**src/rtl/hwpe_stream_zero_fifo_if.sv**
```systemverilog
// HWPE stream interface: valid/ready handshake carrying data and byte strobes.
// The monitor modport observes a stream without driving any of its signals.
interface hwpe_stream_intf_stream #(
    parameter int unsigned DATA_WIDTH = 32,
    parameter int unsigned STRB_WIDTH = DATA_WIDTH / 8
);
    logic                  valid;
    logic                  ready;
    logic [DATA_WIDTH-1:0] data;
    logic [STRB_WIDTH-1:0] strb;

    modport source (
        output valid, data, strb,
        input  ready
    );

    modport sink (
        input  valid, data, strb,
        output ready
    );

    modport monitor (
        input valid, ready, data, strb
    );
endinterface

```
**src/rtl/hwpe_stream_zero_fifo.sv**
```systemverilog
// Zero-network shadow FIFO: buffers only valid/strb and checks itself against the normal FIFO.
// Define HWPE_STREAM_ZERO_FIFO_STICKY_FAULT_EN to latch faults until reset or clear.
module hwpe_stream_zero_fifo #(
    parameter int unsigned STRB_WIDTH = 4,
    parameter int unsigned FIFO_DEPTH = 2
) (
    input  logic                    clk_i,
    input  logic                    rst_i,
    input  logic                    clear_i,
    hwpe_stream_intf_stream.sink    push_i,
    hwpe_stream_intf_stream.source  pop_o,
    hwpe_stream_intf_stream.monitor normal_push_i,
    hwpe_stream_intf_stream.monitor normal_pop_i,
    output logic                    empty_o,
    output logic                    full_o,
    output logic                    fault_detected_o
);
    localparam int unsigned PtrW = $clog2(FIFO_DEPTH);
    localparam int unsigned CntW = $clog2(FIFO_DEPTH + 1);
    localparam logic [PtrW-1:0] PtrLast = PtrW'(FIFO_DEPTH - 1);
    localparam logic [CntW-1:0] CntFull = CntW'(FIFO_DEPTH);

    logic [STRB_WIDTH-1:0] strb_q [FIFO_DEPTH];
    logic [PtrW-1:0]       wr_ptr_q, wr_ptr_d;
    logic [PtrW-1:0]       rd_ptr_q, rd_ptr_d;
    logic [CntW-1:0]       cnt_q, cnt_d;
    logic                  empty, full;
    logic                  push_hs, pop_hs;
    logic                  mismatch;

    assign empty = (cnt_q == '0);
    assign full  = (cnt_q == CntFull);

    assign empty_o      = empty;
    assign full_o       = full;
    assign push_i.ready = ~full;
    assign pop_o.valid  = ~empty;
    assign pop_o.strb   = strb_q[rd_ptr_q];

    assign push_hs = push_i.valid & ~full;
    assign pop_hs  = pop_o.ready & ~empty;

    always_comb begin
        wr_ptr_d = wr_ptr_q;
        rd_ptr_d = rd_ptr_q;
        cnt_d    = cnt_q;
        if (clear_i) begin
            wr_ptr_d = '0;
            rd_ptr_d = '0;
            cnt_d    = '0;
        end else begin
            if (push_hs) begin
                wr_ptr_d = (wr_ptr_q == PtrLast) ? '0 : wr_ptr_q + PtrW'(1);
            end
            if (pop_hs) begin
                rd_ptr_d = (rd_ptr_q == PtrLast) ? '0 : rd_ptr_q + PtrW'(1);
            end
            unique case ({push_hs, pop_hs})
                2'b10:   cnt_d = cnt_q + CntW'(1);
                2'b01:   cnt_d = cnt_q - CntW'(1);
                default: cnt_d = cnt_q;
            endcase
        end
    end

    always_ff @(posedge clk_i or posedge rst_i) begin
        if (rst_i) begin
            wr_ptr_q <= '0;
            rd_ptr_q <= '0;
            cnt_q    <= '0;
        end else begin
            wr_ptr_q <= wr_ptr_d;
            rd_ptr_q <= rd_ptr_d;
            cnt_q    <= cnt_d;
        end
    end

    always_ff @(posedge clk_i or posedge rst_i) begin
        if (rst_i) begin
            for (int i = 0; i < int'(FIFO_DEPTH); i++) begin
                strb_q[i] <= '0;
            end
        end else if (push_hs && !clear_i) begin
            strb_q[wr_ptr_q] <= push_i.strb;
        end
    end

    // strb only matters while the output is valid
    assign mismatch = (~full != normal_push_i.ready)
                    | (~empty != normal_pop_i.valid)
                    | (~empty & (strb_q[rd_ptr_q] != normal_pop_i.strb));

`ifdef HWPE_STREAM_ZERO_FIFO_STICKY_FAULT_EN
    logic fault_q, fault_d;

    assign fault_d = clear_i ? 1'b0 : (fault_q | mismatch);

    always_ff @(posedge clk_i or posedge rst_i) begin
        if (rst_i) begin
            fault_q <= 1'b0;
        end else begin
            fault_q <= fault_d;
        end
    end

    assign fault_detected_o = fault_q;
`else
    assign fault_detected_o = mismatch;
`endif

    logic unused_sigs;
    assign unused_sigs = ^{push_i.data, normal_push_i.valid, normal_push_i.data,
                           normal_push_i.strb, normal_pop_i.ready, normal_pop_i.data};
endmodule

```
**src/flat_wrapper.sv**
```systemverilog
// flat-port wrapper written by rule: the top's interface ports become plain ports
module hwpe_stream_zero_fifo_flat 
#(
    parameter int unsigned STRB_WIDTH = 4,
    parameter int unsigned FIFO_DEPTH = 2
)
  (clk_i, rst_i, clear_i, empty_o, full_o, fault_detected_o, push_i_valid, push_i_data, push_i_strb, push_i_ready, pop_o_valid, pop_o_data, pop_o_strb, pop_o_ready, normal_push_i_valid, normal_push_i_ready, normal_push_i_data, normal_push_i_strb, normal_pop_i_valid, normal_pop_i_ready, normal_pop_i_data, normal_pop_i_strb);
  hwpe_stream_intf_stream #(.DATA_WIDTH(32), .STRB_WIDTH(STRB_WIDTH)) push_i_i ();
  hwpe_stream_intf_stream #(.DATA_WIDTH(32), .STRB_WIDTH(STRB_WIDTH)) pop_o_i ();
  hwpe_stream_intf_stream #(.DATA_WIDTH(32), .STRB_WIDTH(STRB_WIDTH)) normal_push_i_i ();
  hwpe_stream_intf_stream #(.DATA_WIDTH(32), .STRB_WIDTH(STRB_WIDTH)) normal_pop_i_i ();
  input  logic clk_i;
  input  logic rst_i;
  input  logic clear_i;
  output logic empty_o;
  output logic full_o;
  output logic fault_detected_o;
  input wire logic [$bits(push_i_i.valid)-1:0] push_i_valid;
  input wire logic [$bits(push_i_i.data)-1:0] push_i_data;
  input wire logic [$bits(push_i_i.strb)-1:0] push_i_strb;
  output wire logic [$bits(push_i_i.ready)-1:0] push_i_ready;
  output wire logic [$bits(pop_o_i.valid)-1:0] pop_o_valid;
  output wire logic [$bits(pop_o_i.data)-1:0] pop_o_data;
  output wire logic [$bits(pop_o_i.strb)-1:0] pop_o_strb;
  input wire logic [$bits(pop_o_i.ready)-1:0] pop_o_ready;
  input wire logic [$bits(normal_push_i_i.valid)-1:0] normal_push_i_valid;
  input wire logic [$bits(normal_push_i_i.ready)-1:0] normal_push_i_ready;
  input wire logic [$bits(normal_push_i_i.data)-1:0] normal_push_i_data;
  input wire logic [$bits(normal_push_i_i.strb)-1:0] normal_push_i_strb;
  input wire logic [$bits(normal_pop_i_i.valid)-1:0] normal_pop_i_valid;
  input wire logic [$bits(normal_pop_i_i.ready)-1:0] normal_pop_i_ready;
  input wire logic [$bits(normal_pop_i_i.data)-1:0] normal_pop_i_data;
  input wire logic [$bits(normal_pop_i_i.strb)-1:0] normal_pop_i_strb;
  assign push_i_i.valid = push_i_valid;
  assign push_i_i.data = push_i_data;
  assign push_i_i.strb = push_i_strb;
  assign push_i_ready = push_i_i.ready;
  assign pop_o_valid = pop_o_i.valid;
  assign pop_o_data = pop_o_i.data;
  assign pop_o_strb = pop_o_i.strb;
  assign pop_o_i.ready = pop_o_ready;
  assign normal_push_i_i.valid = normal_push_i_valid;
  assign normal_push_i_i.ready = normal_push_i_ready;
  assign normal_push_i_i.data = normal_push_i_data;
  assign normal_push_i_i.strb = normal_push_i_strb;
  assign normal_pop_i_i.valid = normal_pop_i_valid;
  assign normal_pop_i_i.ready = normal_pop_i_ready;
  assign normal_pop_i_i.data = normal_pop_i_data;
  assign normal_pop_i_i.strb = normal_pop_i_strb;
  hwpe_stream_zero_fifo #(.STRB_WIDTH(STRB_WIDTH), .FIFO_DEPTH(FIFO_DEPTH)) u_core (.clk_i(clk_i), .rst_i(rst_i), .clear_i(clear_i), .push_i(push_i_i), .pop_o(pop_o_i), .normal_push_i(normal_push_i_i), .normal_pop_i(normal_pop_i_i), .empty_o(empty_o), .full_o(full_o), .fault_detected_o(fault_detected_o));
endmodule
```
**config.mk**
```make
export PLATFORM = sky130hd
export DESIGN_NAME = hwpe_stream_zero_fifo_flat
export DESIGN_NICKNAME = d
export VERILOG_FILES = /design/src/rtl/hwpe_stream_zero_fifo_if.sv /design/src/rtl/hwpe_stream_zero_fifo.sv /design/src/flat_wrapper.sv
export SDC_FILE = /design/constraint.sdc
export NUM_CORES = 1
export LEC_CHECK = 0
export ABC_CLOCK_PERIOD_IN_PS = 2160
export CELL_PAD_IN_SITES_DETAIL_PLACEMENT = 1
export CELL_PAD_IN_SITES_GLOBAL_PLACEMENT = 1
export CORE_ASPECT_RATIO = 0.75
export CORE_MARGIN = 1.5
export CORE_UTILIZATION = 13
export CTS_BUF_LIST = sky130_fd_sc_hd__clkbuf_16
export DETAILED_ROUTE_END_ITERATION = 10
export PLACE_DENSITY = 0.8
export SYNTH_ARGS = -nofsm -noshare
export SYNTH_HDL_FRONTEND = slang
export SYNTH_SLANG_ARGS = --single-unit
```
**constraint.sdc**
```tcl
create_clock -name clk_i -period 2.16 [get_ports clk_i]
set_input_delay 0.216 -clock clk_i [delete_from_list [all_inputs] [get_ports clk_i]]
set_output_delay 0.216 -clock clk_i [all_outputs]
set_load 0.05 [all_outputs]
```
==> flow_metrics.py, run 1 <==
metrics = {
    "route": {
        "drt-pass1-iter-count": 2,
        "ant_nets": 0,
        "vias": 621,
        "wl_um": 2070,
        "drtIter0Drc": 6,
        "post_drt_wl_per_cell_um": 10.1,
        "route.detailed.drc": 0,
        "vias_per_cell": 3.01,
    },
    "clock_network": {
        "numCtsBuffers": 3,
        "clockBufferDepth": 2,
        "path_clk_slew_ns": 0.04,
        "cts_max_level": 1,
        "ctsHoldBuffers": 0,
        "ctsRootBufferMaster": "clkbuf_16",
        "cts_tree": "done",
        "cts.sink_count": 12,
        "worstSkewPairLatency_ns": 0.24,
    },
    "floorplan": {
        "rows": 26,
        "die_h_um": 76.0,
        "core_sq_um": 6830,
        "start_util": 0.135,
        "dieArea_sq_um": 7620,
        "pin_count": 158,
        "die_x_um": 100,
    },
    "logic_synthesis": {
        "synth_ff_type": "dfrtp_1",
        "synth-edff-count": 0,
        "ys_top_cells_by_area": "dfrtp_1 33%, buf_4 26%, mux2_2 12%",
        "yosysMostFrequentCell": "buf_4",
        "yosys_warnings": 32,
        "async_reset_ff_frac": 1.00,
        "synth.largest_area_cell": "dfrtp_1",
        "syn_area_sq_um": 923,
        "postSynthAreaPerCell_sq_um": 9.93,
        "synthDistinctLibCells": 26,
        "synth_common_cells": "32 x buf_4, 12 x dfrtp_1, 10 x mux2_2, 6 x nor2_1, 6 x xor2_1",
        "synth_top_cell_area_share": 0.325,
        "yosys_register_bits": 12,
        "syn_inst": 93,
        "seq_area_frac_synth": 0.325,
    },
    "critical_path": {
        "crit_path_end_kind": "output pin",
        "startpoint": "u_core.rd_ptr_q$_DFFE_PP0P_",
        "crit_path_start_kind": "flip-flop",
        "arrival_ns": 1.83,
        "cp_max_fo": 5,
        "critPathKind": "flip-flop to output pin",
        "cp.required_ns": 1.94,
        "ff2ff_setup_slack_ns": 0.69,
        "r2r_end": "u_core.strb_q[1]$_DFFE_PP0P_",
        "reg2reg_from": "u_core.cnt_q[0]$_DFFE_PP0P_",
        "ff2ff_path_depth": 4,
    },
    "outcome": {
        "run_status": "finished, final reports clean",
    },
    "timing": {
        "setup_violations": 0,
        "fin_skew_ns": 0.00222,
        "fin_hold_ws_ns": 0.277,
        "fin_crit_sh": 0.946,
        "hold_viol_final": 0,
        "relSlewSlack": 0.642,
        "drv_slew": 0,
        "max_freq_mhz": 490,
        "tightest_slew_ns": 0.536,
        "fin_crit_ns": 2.04,
    },
    "global_routing": {
        "grt_max_degree": 13,
        "overflow": 0,
        "grt_pass1_wl_um": 2970,
        "antenna_found_initial": 0,
        "grt_pass1_vias": 612,
        "grt_use_total": 0.0517,
    },
    "flow_run": {
        "maxCapViolations": 0,
    },
    "power": {
        "ir_worst_vdd_uv": 216,
        "p_leak_nw": 0.561,
        "power_density_nw_per_um2": 899,
        "p_total_mw": 1.12,
    },
    "finish": {
        "diodes": 0,
        "nNetsFinal": 240,
        "drive_above_1_share": 0.221,
        "multi_input_area_sq_um": 482,
        "seq_area_sq_um": 302,
        "fillerInstances": 810,
        "design_area_sq_um": 1250,
        "syn2layout_area_growth_pct": 35.0,
        "utilization": 0.182,
    },
    "placed_design": {
        "hpwl_um": 1710,
        "io_buffer_count": 23,
        "place_congestion": 0.649,
        "dpl-instance-area_sq_um": 1140,
    },
    "min_path": {
        "hold_class": "input pin to async pin",
    },
}
[where the power goes]
| group | total [mW] | switching [mW] | internal [mW] |
|---|---|---|---|
| Sequential | 0.305 | 0.0298 | 0.275 |
| Combinational | 0.478 | 0.312 | 0.165 |
| Clock | 0.338 | 0.0944 | 0.243 |
[cells in the final DEF (no fill, tap or decap)]
master           instances
dfrtp_1                 11
clkinv_1                 1
buf_6                    2
a211oi_1                 1
mux2_4                   3
dfrtp_2                  1
nand2_2                  1
buf_4                    6
inv_1                    3
clkdlybuf4s50_1         20
nand3b_1                 1
xor2_1                   6
nor2_1                   6
nor2b_1                  1
mux2_2                   9
nor4_1                   1
clkbuf_16                3
conb_1                  32
nor3b_1                  2
nand3_1                  1
nand4b_1                 1
o21ai_0                  2
o21ai_1                  1
nand2b_1                 1
mux2i_1                  1
a21oi_1                  2
nand2b_4                 1
a31oi_1                  1
nor3_4                   1
[worst max-delay path by stage]
stage / to / slack (ns) / depth (start not counted)
2_1_floorplan: fault_detected_o / 0.09 / 4
4_1_cts: fault_detected_o / 0.02 / 6
3_3_place_gp: fault_detected_o / 0.27 / 6
3_5_place_dp: fault_detected_o / 0.28 / 6
6_report: fault_detected_o / 0.12 / 7
5_1_grt: fault_detected_o / -0.002 / 7
[metal layers]
layer	routed length [um]	vias up	track usage
li1	-	301	-
met1	834	294	0.0564
met2	1050	22	0.0816
met3	127	4	0.0229
met4	65	0	0.0324
met5	0	-	0
[worst max-delay path, stage by stage (launching register included)]
cell     delay, ns
dfrtp_2       0.45
buf_6         0.14
mux2_4        0.30
xor2_1        0.14
nor4_1        0.17
buf_4         0.16
o21ai_1       0.06
buf_6         0.16
[state kept, by name, indices dropped and copies added (netlist names)]
signal	flops
u_core.rd_ptr_q	1
u_core.cnt_q	2
u_core.strb_q	8
u_core.wr_ptr_q	1
[timing repair]
item | 4_1_cts | 5_1_grt
gates resized for setup | 0 | 4
setup buffers | 0 | 2
setup endpoints to repair | 0 | 1
[logic make-up (layout without fill, tap and decap cells)]
logic type | after synthesis | count (layout) | synth area share
simple gates | 17 | 17 | 0.123
flops | 12 | 12 | 0.325
xor+xnor | 6 | 6 | 0.0569
compound gates | 7 | 7 | 0.0420
buf+inv | 37 | 35 | 0.283
other cells | 1 | 32 | 0.00406
mux | 13 | 13 | 0.165
[stage by stage]
stage | worst slack [ns] | TNS [ns] | instances
after floorplan | 0.0855 | 0 | 124
after detailed placement | 0.283 | 0 | 200
final | 0.118 | 0 | 206
after global routing | -0.00210 | -0.00210 | 206
after global placement | 0.274 | 0 | 200
after CTS | 0.0178 | 0 | 204
[cell type report]
type | instances | share of cell area
clock buffers | 3 | 0.0602
clock inverters | 1 | 0.00301
inverters | 3 | 0.00904
multi-input cells | 75 | 0.387
flip-flops and latches | 12 | 0.242
well taps | 84 | 0.0843
repair buffers | 28 | 0.215
No activity file was read; power rests on OpenSTA's default activity.
==> inputs of run 2 (changes only) <==
- SLEW_MARGIN: unset -> 30
==> results of run 2 <==
No change in the layout: final DEF, timing and power equal those of run 1.
